**config.mk**
```make
export PLATFORM = sky130hd
export DESIGN_NAME = sram_like_arbiter
export DESIGN_NICKNAME = d
export VERILOG_FILES = /design/src/rtl/sram_like_arbiter.sv
export SDC_FILE = /design/constraint.sdc
export NUM_CORES = 1
export LEC_CHECK = 0
export CAP_MARGIN = 20
export CORE_AREA = 3 3 111 113
export DETAILED_ROUTE_END_ITERATION = 10
export DIE_AREA = 0 0 114 116
export DONT_BUFFER_PORTS = 1
export PLACE_DENSITY = 0.33
export RECOVER_POWER = 100
export SLEW_MARGIN = 20
export SYNTH_ARGS = -nofsm -noshare
export SYNTH_HDL_FRONTEND = slang
export SYNTH_SLANG_ARGS = --single-unit
```
**constraint.sdc**
```tcl
create_clock -name clk -period 1.9 [get_ports clk]
set_input_delay 0.095 -clock clk [delete_from_list [all_inputs] [get_ports clk]]
set_output_delay 0.095 -clock clk [all_outputs]
set_load 0.02 [all_outputs]
```
**src/rtl/sram_like_arbiter.sv**
```systemverilog
// sram_like_arbiter: merges NCH sram-like masters onto one sram-like memory port.
// Requests are granted by fixed or round-robin priority; the owner of every accepted
// request is pushed into an ID FIFO so in-order responses are routed back to it.
module sram_like_arbiter #(
    parameter int unsigned NCH     = 2,
    parameter int unsigned AW      = 32,
    parameter int unsigned DW      = 32,
    parameter int unsigned MAX_OUT = 4,
    parameter int unsigned RR      = 0
) (
    input  logic                  clk,
    input  logic                  resetn,
    // CPU-side masters
    input  logic [NCH-1:0]        s_req,
    input  logic [NCH-1:0]        s_wr,
    input  logic [2*NCH-1:0]      s_size,
    input  logic [NCH*DW/8-1:0]   s_wstrb,
    input  logic [NCH*AW-1:0]     s_addr,
    input  logic [NCH*DW-1:0]     s_wdata,
    output logic [NCH-1:0]        s_addr_ok,
    output logic [NCH-1:0]        s_data_ok,
    output logic [DW-1:0]         s_rdata,
    // Memory-side port
    output logic                  m_req,
    output logic                  m_wr,
    output logic [1:0]            m_size,
    output logic [DW/8-1:0]       m_wstrb,
    output logic [AW-1:0]         m_addr,
    output logic [DW-1:0]         m_wdata,
    input  logic                  m_addr_ok,
    input  logic                  m_data_ok,
    input  logic [DW-1:0]         m_rdata,
    // Status
    output logic                  busy,
    output logic                  err_unexp
);

    localparam int unsigned IDW = (NCH > 1) ? $clog2(NCH) : 1;
    localparam int unsigned PW  = (MAX_OUT > 1) ? $clog2(MAX_OUT) : 1;
    localparam int unsigned CW  = $clog2(MAX_OUT + 1);
    localparam int unsigned SW  = DW / 8;

    // Per-channel views of the flattened request buses
    logic [1:0]    size_arr  [NCH];
    logic [SW-1:0] wstrb_arr [NCH];
    logic [AW-1:0] addr_arr  [NCH];
    logic [DW-1:0] wdata_arr [NCH];

    for (genvar g = 0; g < NCH; g++) begin : g_unpack
        assign size_arr[g]  = s_size[g*2 +: 2];
        assign wstrb_arr[g] = s_wstrb[g*SW +: SW];
        assign addr_arr[g]  = s_addr[g*AW +: AW];
        assign wdata_arr[g] = s_wdata[g*DW +: DW];
    end

    // State
    logic           lock_v_q, lock_v_d;
    logic [IDW-1:0] lock_id_q, lock_id_d;
    logic [IDW-1:0] rr_ptr_q, rr_ptr_d;
    logic [IDW-1:0] fifo_q [MAX_OUT];
    logic [PW-1:0]  wr_ptr_q, wr_ptr_d;
    logic [PW-1:0]  rd_ptr_q, rd_ptr_d;
    logic [CW-1:0]  count_q, count_d;
    logic           err_q, err_d;

    logic           grant_v;
    logic [IDW-1:0] grant_id;
    logic [IDW-1:0] cand;
    logic [IDW-1:0] head;
    logic           full;
    logic           accept;
    logic           resp;

    function automatic logic [PW-1:0] ptr_inc(input logic [PW-1:0] p);
        return (p == PW'(MAX_OUT - 1)) ? '0 : p + 1'b1;
    endfunction

    // Grant selection: a held lock wins, otherwise fixed or round-robin priority
    always_comb begin
        grant_v  = 1'b0;
        grant_id = '0;
        cand     = '0;
        if (lock_v_q) begin
            grant_v  = 1'b1;
            grant_id = lock_id_q;
        end else if (RR == 0) begin
            for (int i = 0; i < int'(NCH); i++) begin
                if (s_req[i]) begin
                    grant_v  = 1'b1;
                    grant_id = IDW'(i);
                end
            end
        end else begin
            // Scan farthest-first so the channel closest after rr_ptr is assigned last
            for (int k = int'(NCH); k >= 1; k--) begin
                cand = IDW'((32'(rr_ptr_q) + 32'(k)) % NCH);
                if (s_req[cand]) begin
                    grant_v  = 1'b1;
                    grant_id = cand;
                end
            end
        end
    end

    assign full   = (count_q == CW'(MAX_OUT));
    assign head   = fifo_q[rd_ptr_q];
    assign accept = m_req & m_addr_ok;
    assign resp   = resetn & m_data_ok & (count_q != '0);

    // Downstream request fields come straight from the granted channel
    always_comb begin
        m_req     = resetn & grant_v & ~full;
        m_wr      = s_wr[grant_id];
        m_size    = size_arr[grant_id];
        m_wstrb   = wstrb_arr[grant_id];
        m_addr    = addr_arr[grant_id];
        m_wdata   = wdata_arr[grant_id];
        s_addr_ok = accept ? (NCH'(1) << grant_id) : '0;
        s_data_ok = resp ? (NCH'(1) << head) : '0;
        s_rdata   = m_rdata;
        busy      = (count_q != '0);
        err_unexp = err_q;
    end

    // Next-state for lock, round-robin pointer, FIFO bookkeeping and error flag
    always_comb begin
        lock_v_d  = lock_v_q;
        lock_id_d = lock_id_q;
        rr_ptr_d  = rr_ptr_q;
        wr_ptr_d  = wr_ptr_q;
        rd_ptr_d  = rd_ptr_q;
        count_d   = count_q;
        err_d     = err_q | (m_data_ok & (count_q == '0));

        if (accept) begin
            lock_v_d = 1'b0;
            wr_ptr_d = ptr_inc(wr_ptr_q);
            if (RR != 0) begin
                rr_ptr_d = grant_id;
            end
        end else if (m_req) begin
            // Stalled request: freeze the grant so downstream fields stay stable
            lock_v_d  = 1'b1;
            lock_id_d = grant_id;
        end

        if (resp) begin
            rd_ptr_d = ptr_inc(rd_ptr_q);
        end

        case ({accept, resp})
            2'b10:   count_d = count_q + 1'b1;
            2'b01:   count_d = count_q - 1'b1;
            default: count_d = count_q;
        endcase
    end

    // State registers; reset discards everything in flight
    always_ff @(posedge clk or negedge resetn) begin
        if (!resetn) begin
            lock_v_q  <= 1'b0;
            lock_id_q <= '0;
            rr_ptr_q  <= IDW'(NCH - 1);
            wr_ptr_q  <= '0;
            rd_ptr_q  <= '0;
            count_q   <= '0;
            err_q     <= 1'b0;
            for (int i = 0; i < int'(MAX_OUT); i++) begin
                fifo_q[i] <= '0;
            end
        end else begin
            lock_v_q  <= lock_v_d;
            lock_id_q <= lock_id_d;
            rr_ptr_q  <= rr_ptr_d;
            wr_ptr_q  <= wr_ptr_d;
            rd_ptr_q  <= rd_ptr_d;
            count_q   <= count_d;
            err_q     <= err_d;
            if (accept) begin
                fifo_q[wr_ptr_q] <= grant_id;
            end
        end
    end

endmodule
```
==> reports/results.txt <==
The sequential group share of total power was 14.1%. The library cell with the highest instance count after synthesis was nand2_1. The run gives 514 as the number of nets produced by synthesis. 0 antenna diodes ended up in the layout. The analysis attributes to net switching a power of 2.45 mW. Number of antenna violations at the first check in global routing: 0. The met2 layer wire length in the routed design was 4.13 mm.

The commonest cells after synthesis are nand2_1 (214), buf_4 (33), dfrtp_1 (14). The run finished with clean final reports. The number of instances in the synthesized netlist is 327.

The run gives 17.9% as the register area share after synthesis. The total number of vias was 1,956. The fraction of synthesized cell area taken by the top area cell type is 40.9%. The critical path starts at count_q[2].

After synthesis, the share of flip-flops with an asynchronous set or reset is 100%. The count of nets left with antenna violations once routing finished came out at 0. The tools report the number of cells in the finished layout apart from fillers as 450. The startpoint of the lowest-slack register-to-register path is count_q[2].

The logic depth of the worst register-to-register path is 9, and the biggest fanout along the worst timing path is 3. Internal power comes to 1.78 mW. Setup slack on the worst reg-to-reg path comes out at 0.08 ns. Summing every instance area after synthesis gives 1960 sq um.

The floorplan step set the die height to 116 um. The pre-antenna-repair detailed-routing pass consisted of 4 iterations. Counting instances, the worst hold path has a depth of 2. The count of flip-flops with a built-in enable after synthesis is 0. The synthesized flop and latch total was 14; the minimum clock period was 1.82 ns. The Yosys step of the flow raised 0 warnings. The run gives 1.94 ns as the worst path arrival time. The routed wire length per instance was 18.6 um. The remaining global-route overflow is 0.

The critical path contains buffers and inverters numbering 2 combined. The run gives 0 as the post-detailed-route DRC marker count. Entering global routing, the biggest net connects 48 pins.

In this run the critical register-to-register path is captured at count_q[2]. STA puts the critical path data required time at 2.02 ns. In this run the deepest clock path goes through 2 buffers. The most instantiated flip-flop cell in the synthesis netlist was dfrtp_1. After detailed routing, the total wire length is 8.38 mm.

The net count of the finished layout came out at 495. STA classifies the critical path startpoint as a flop. The count of final max-slew check failures was 0; the clock-pin slew of the registers on the worst-case setup and hold paths was 0.05 ns.

The max-slew headroom at the worst pin is 54.3%, and the number of buffers created by CTS is 3. The worst hold path terminates at lock_id_q. Critical setup path kind: reg2reg.

The endpoint kind of the worst setup timing path was a flop. The cell type with the highest aggregate area in the netlist was nand2_1. Setup repair after global routing could not meet its margin everywhere. The actual transition at the worst max-transition pin is 0.683 ns.

The clock network latency to the later pin of the worst-skew pair was 0.24 ns. The logs give 1,734 for the number of global-route vias before repair and 75.4% for the power share of the combinational group. After routing, the total negative slack on setup checks comes to 0 ns. TritonCTS built the clock tree. The run gives 1,319 as the final-layout fill cell count.

The fraction of power spent switching nets came out at 57.9%. During I/O placement, the number of pins put on the boundary was 290. Placer congestion estimate: 0.752. CTS saw 14 sinks. After the first detailed-routing iteration, the DRC count stood at 75. Setup violations remaining at the end of the flow were counted as 0. The CTS root buffer was clkbuf_16. Input and output buffers added on the ports amount to 0.

In the post-synthesis netlist, the biggest area contributors are nand2_1 (41%), dfrtp_1 (18%), buf_4 (13%). Using the TritonRoute via totals, the vias-per-cell ratio works out to 4.35. The kind of cell adding the most delay to the critical path is simple AND/OR/NAND/NOR gates. The floorplan has 39 rows. The die area was 13,200 sq um. Timing would allow up to 550 MHz. In this run the top signal layer used is met4. For this design the static power due to leakage is 1.20 nW.

The number of violations of the max-capacitance limit was 0; the share of layout cells above drive strength 1 was 13.0%. The starting utilization of the core area is 17.2%, and the maximum VDD drop is 0.660 mV. The width of the die was 114 um; the delay of the slowest critical-path stage was 0.40 ns. The cell at the slowest stage of the critical path was dfrtp_1. The mean post-synth cell area is 6.00 sq um. The tools report the met3 wire length as 868 um. The area growth from synthesis to layout was 13.3%; the final worst-path cycle share was 95.7%. After detailed routing, the wire length on met1 is 3.34 mm.

The logs give 10.9% for the total routing resource utilization after global routing and 1 for the number of H-tree branching levels. The most common cell type on the critical path is xor2_1. The tools report the worst hold path startpoint as m_addr_ok. The tools report the global-route wire length before repair as 11.0 mm. The final-report hold violation count is 0. The class of the worst hold path was in2reg.

The critical path goes through or3_4 > nand3_2 > inv_1 > ha_2 > inv_2 > fa_2 > xor2_1 > nor2_1 > xor2_1. In this run, placement finished with an instance count of 441. Counting distinct cell types in the post-synthesis netlist gives 29.

The placeable core region came out at 11,400 sq um. The part of the power in the clock network is 10.5%. On the final layout, the worst clock skew is 0.00273 ns.

In this run the power density over the cells is 1900 nW/um^2.
-- placed cells by master, fill, tap and decap left out --
| master | count |
|---|---|
| o21ba_2 | 1 |
| mux2i_4 | 1 |
| xnor2_1 | 1 |
| nor3b_4 | 1 |
| buf_12 | 8 |
| nor4_2 | 2 |
| buf_6 | 1 |
| clkbuf_16 | 3 |
| dlygate4sd3_1 | 2 |
| or3_4 | 1 |
| ha_1 | 5 |
| clkbuf_8 | 1 |
| nor2b_1 | 1 |
| nor3_2 | 1 |
| mux2_1 | 9 |
| nor3_4 | 1 |
| xor2_1 | 2 |
| fa_2 | 1 |
| buf_4 | 12 |
| nand2_1 | 214 |
| inv_2 | 1 |
| nand3_2 | 1 |
| mux2_4 | 1 |
| nor4b_1 | 4 |
| inv_1 | 7 |
| nor2_1 | 4 |
| ha_2 | 1 |
| o21bai_1 | 1 |
| mux4_2 | 1 |
| nor4b_2 | 1 |
| mux2i_1 | 1 |
| nor3b_1 | 1 |
| dfrtp_1 | 14 |
| clkbuf_1 | 1 |
-- final cells by class --
cell class                 count  area [sq um]  share of cell area, %
multi-input combinational    257          1290                   58.0
sequential                    14           350                   15.8
timing repair buffer          24           285                   12.8
tap                          143           179                   8.05
clock buffer                   4          88.8                   4.00
inverter                       8          30.0                   1.35
-- metrics by stage --
step | total power [mW] | worst slack (ns) | cell area (sq um) | util, % | hold WS (ns)
floorplan | 3.02 | -0.0383 | 1980 | - | -0.201
global placement | 3.73 | 0.0350 | 2080 | 18.3 | -0.200
detailed placement | 3.76 | 0.0359 | 2080 | 18.3 | -0.200
CTS | 4.24 | 0.0230 | 2200 | 19.3 | 0.0891
global route | 4.59 | -0.0384 | 2220 | 19.5 | 0.0888
finish | 4.23 | 0.0811 | 2220 | 19.5 | 0.0934
-- power by group through the flow --
stage / clock, mW / combinational [mW] / sequential, mW
finish: 0.445 / 3.19 / 0.596
global route: 0.473 / 3.50 / 0.617
CTS: 0.461 / 3.18 / 0.599
detailed placement: 0 / 3.16 / 0.603
global placement: 0 / 3.13 / 0.600
floorplan: 0 / 2.46 / 0.564
-- worst max-delay path by stage --
| stage | to | slack (ns) | cells past startpoint |
|---|---|---|---|
| global route | count_q[2] | -0.04 | 9 |
| CTS | count_q[2] | 0.02 | 9 |
| detailed placement | count_q[2] | 0.04 | 9 |
| floorplan | count_q[2] | -0.04 | 9 |
| global placement | count_q[2] | 0.04 | 9 |
| finish | count_q[2] | 0.08 | 9 |
-- sequential cells by signal, summed over array words and instances, names as in the netlist --
signal,count
err_unexp,1
lock_id_q,1
wr_ptr_q,2
lock_v_q,1
fifo_q,4
rd_ptr_q,2
count_q,3
-- logic make-up (layout without fill, tap and decap cells) --
kind of cell	Yosys count	after routing	share of synthesized area, %
multiplexers	13	13	8.29
adder cells (fa/ha/maj)	7	7	4.85
XOR/XNOR	3	3	1.34
buffers and inverters	56	36	17.7
flip-flops	14	14	17.9
AO/OA/AOI/OAI	2	2	0.893
AND/OR/NAND/NOR	232	232	49.0
-- timing repair --
item                                    4_1_cts  5_1_grt
resized for setup                             1        2
endpoints found under the setup margin        1       22
pin swaps                                     0        4
endpoints found under the hold margin        15        0
hold buffers                                  2        0
buffers inserted                              0        3
-- metal layers --
metal / GRT usage, % / vias up
li1: - / 928
met1: 14.0 / 874
met2: 18.3 / 149
met3: 3.60 / 5
met4: 1.43 / 0
met5: 0 / -
(Power assumes the default switching activity.)
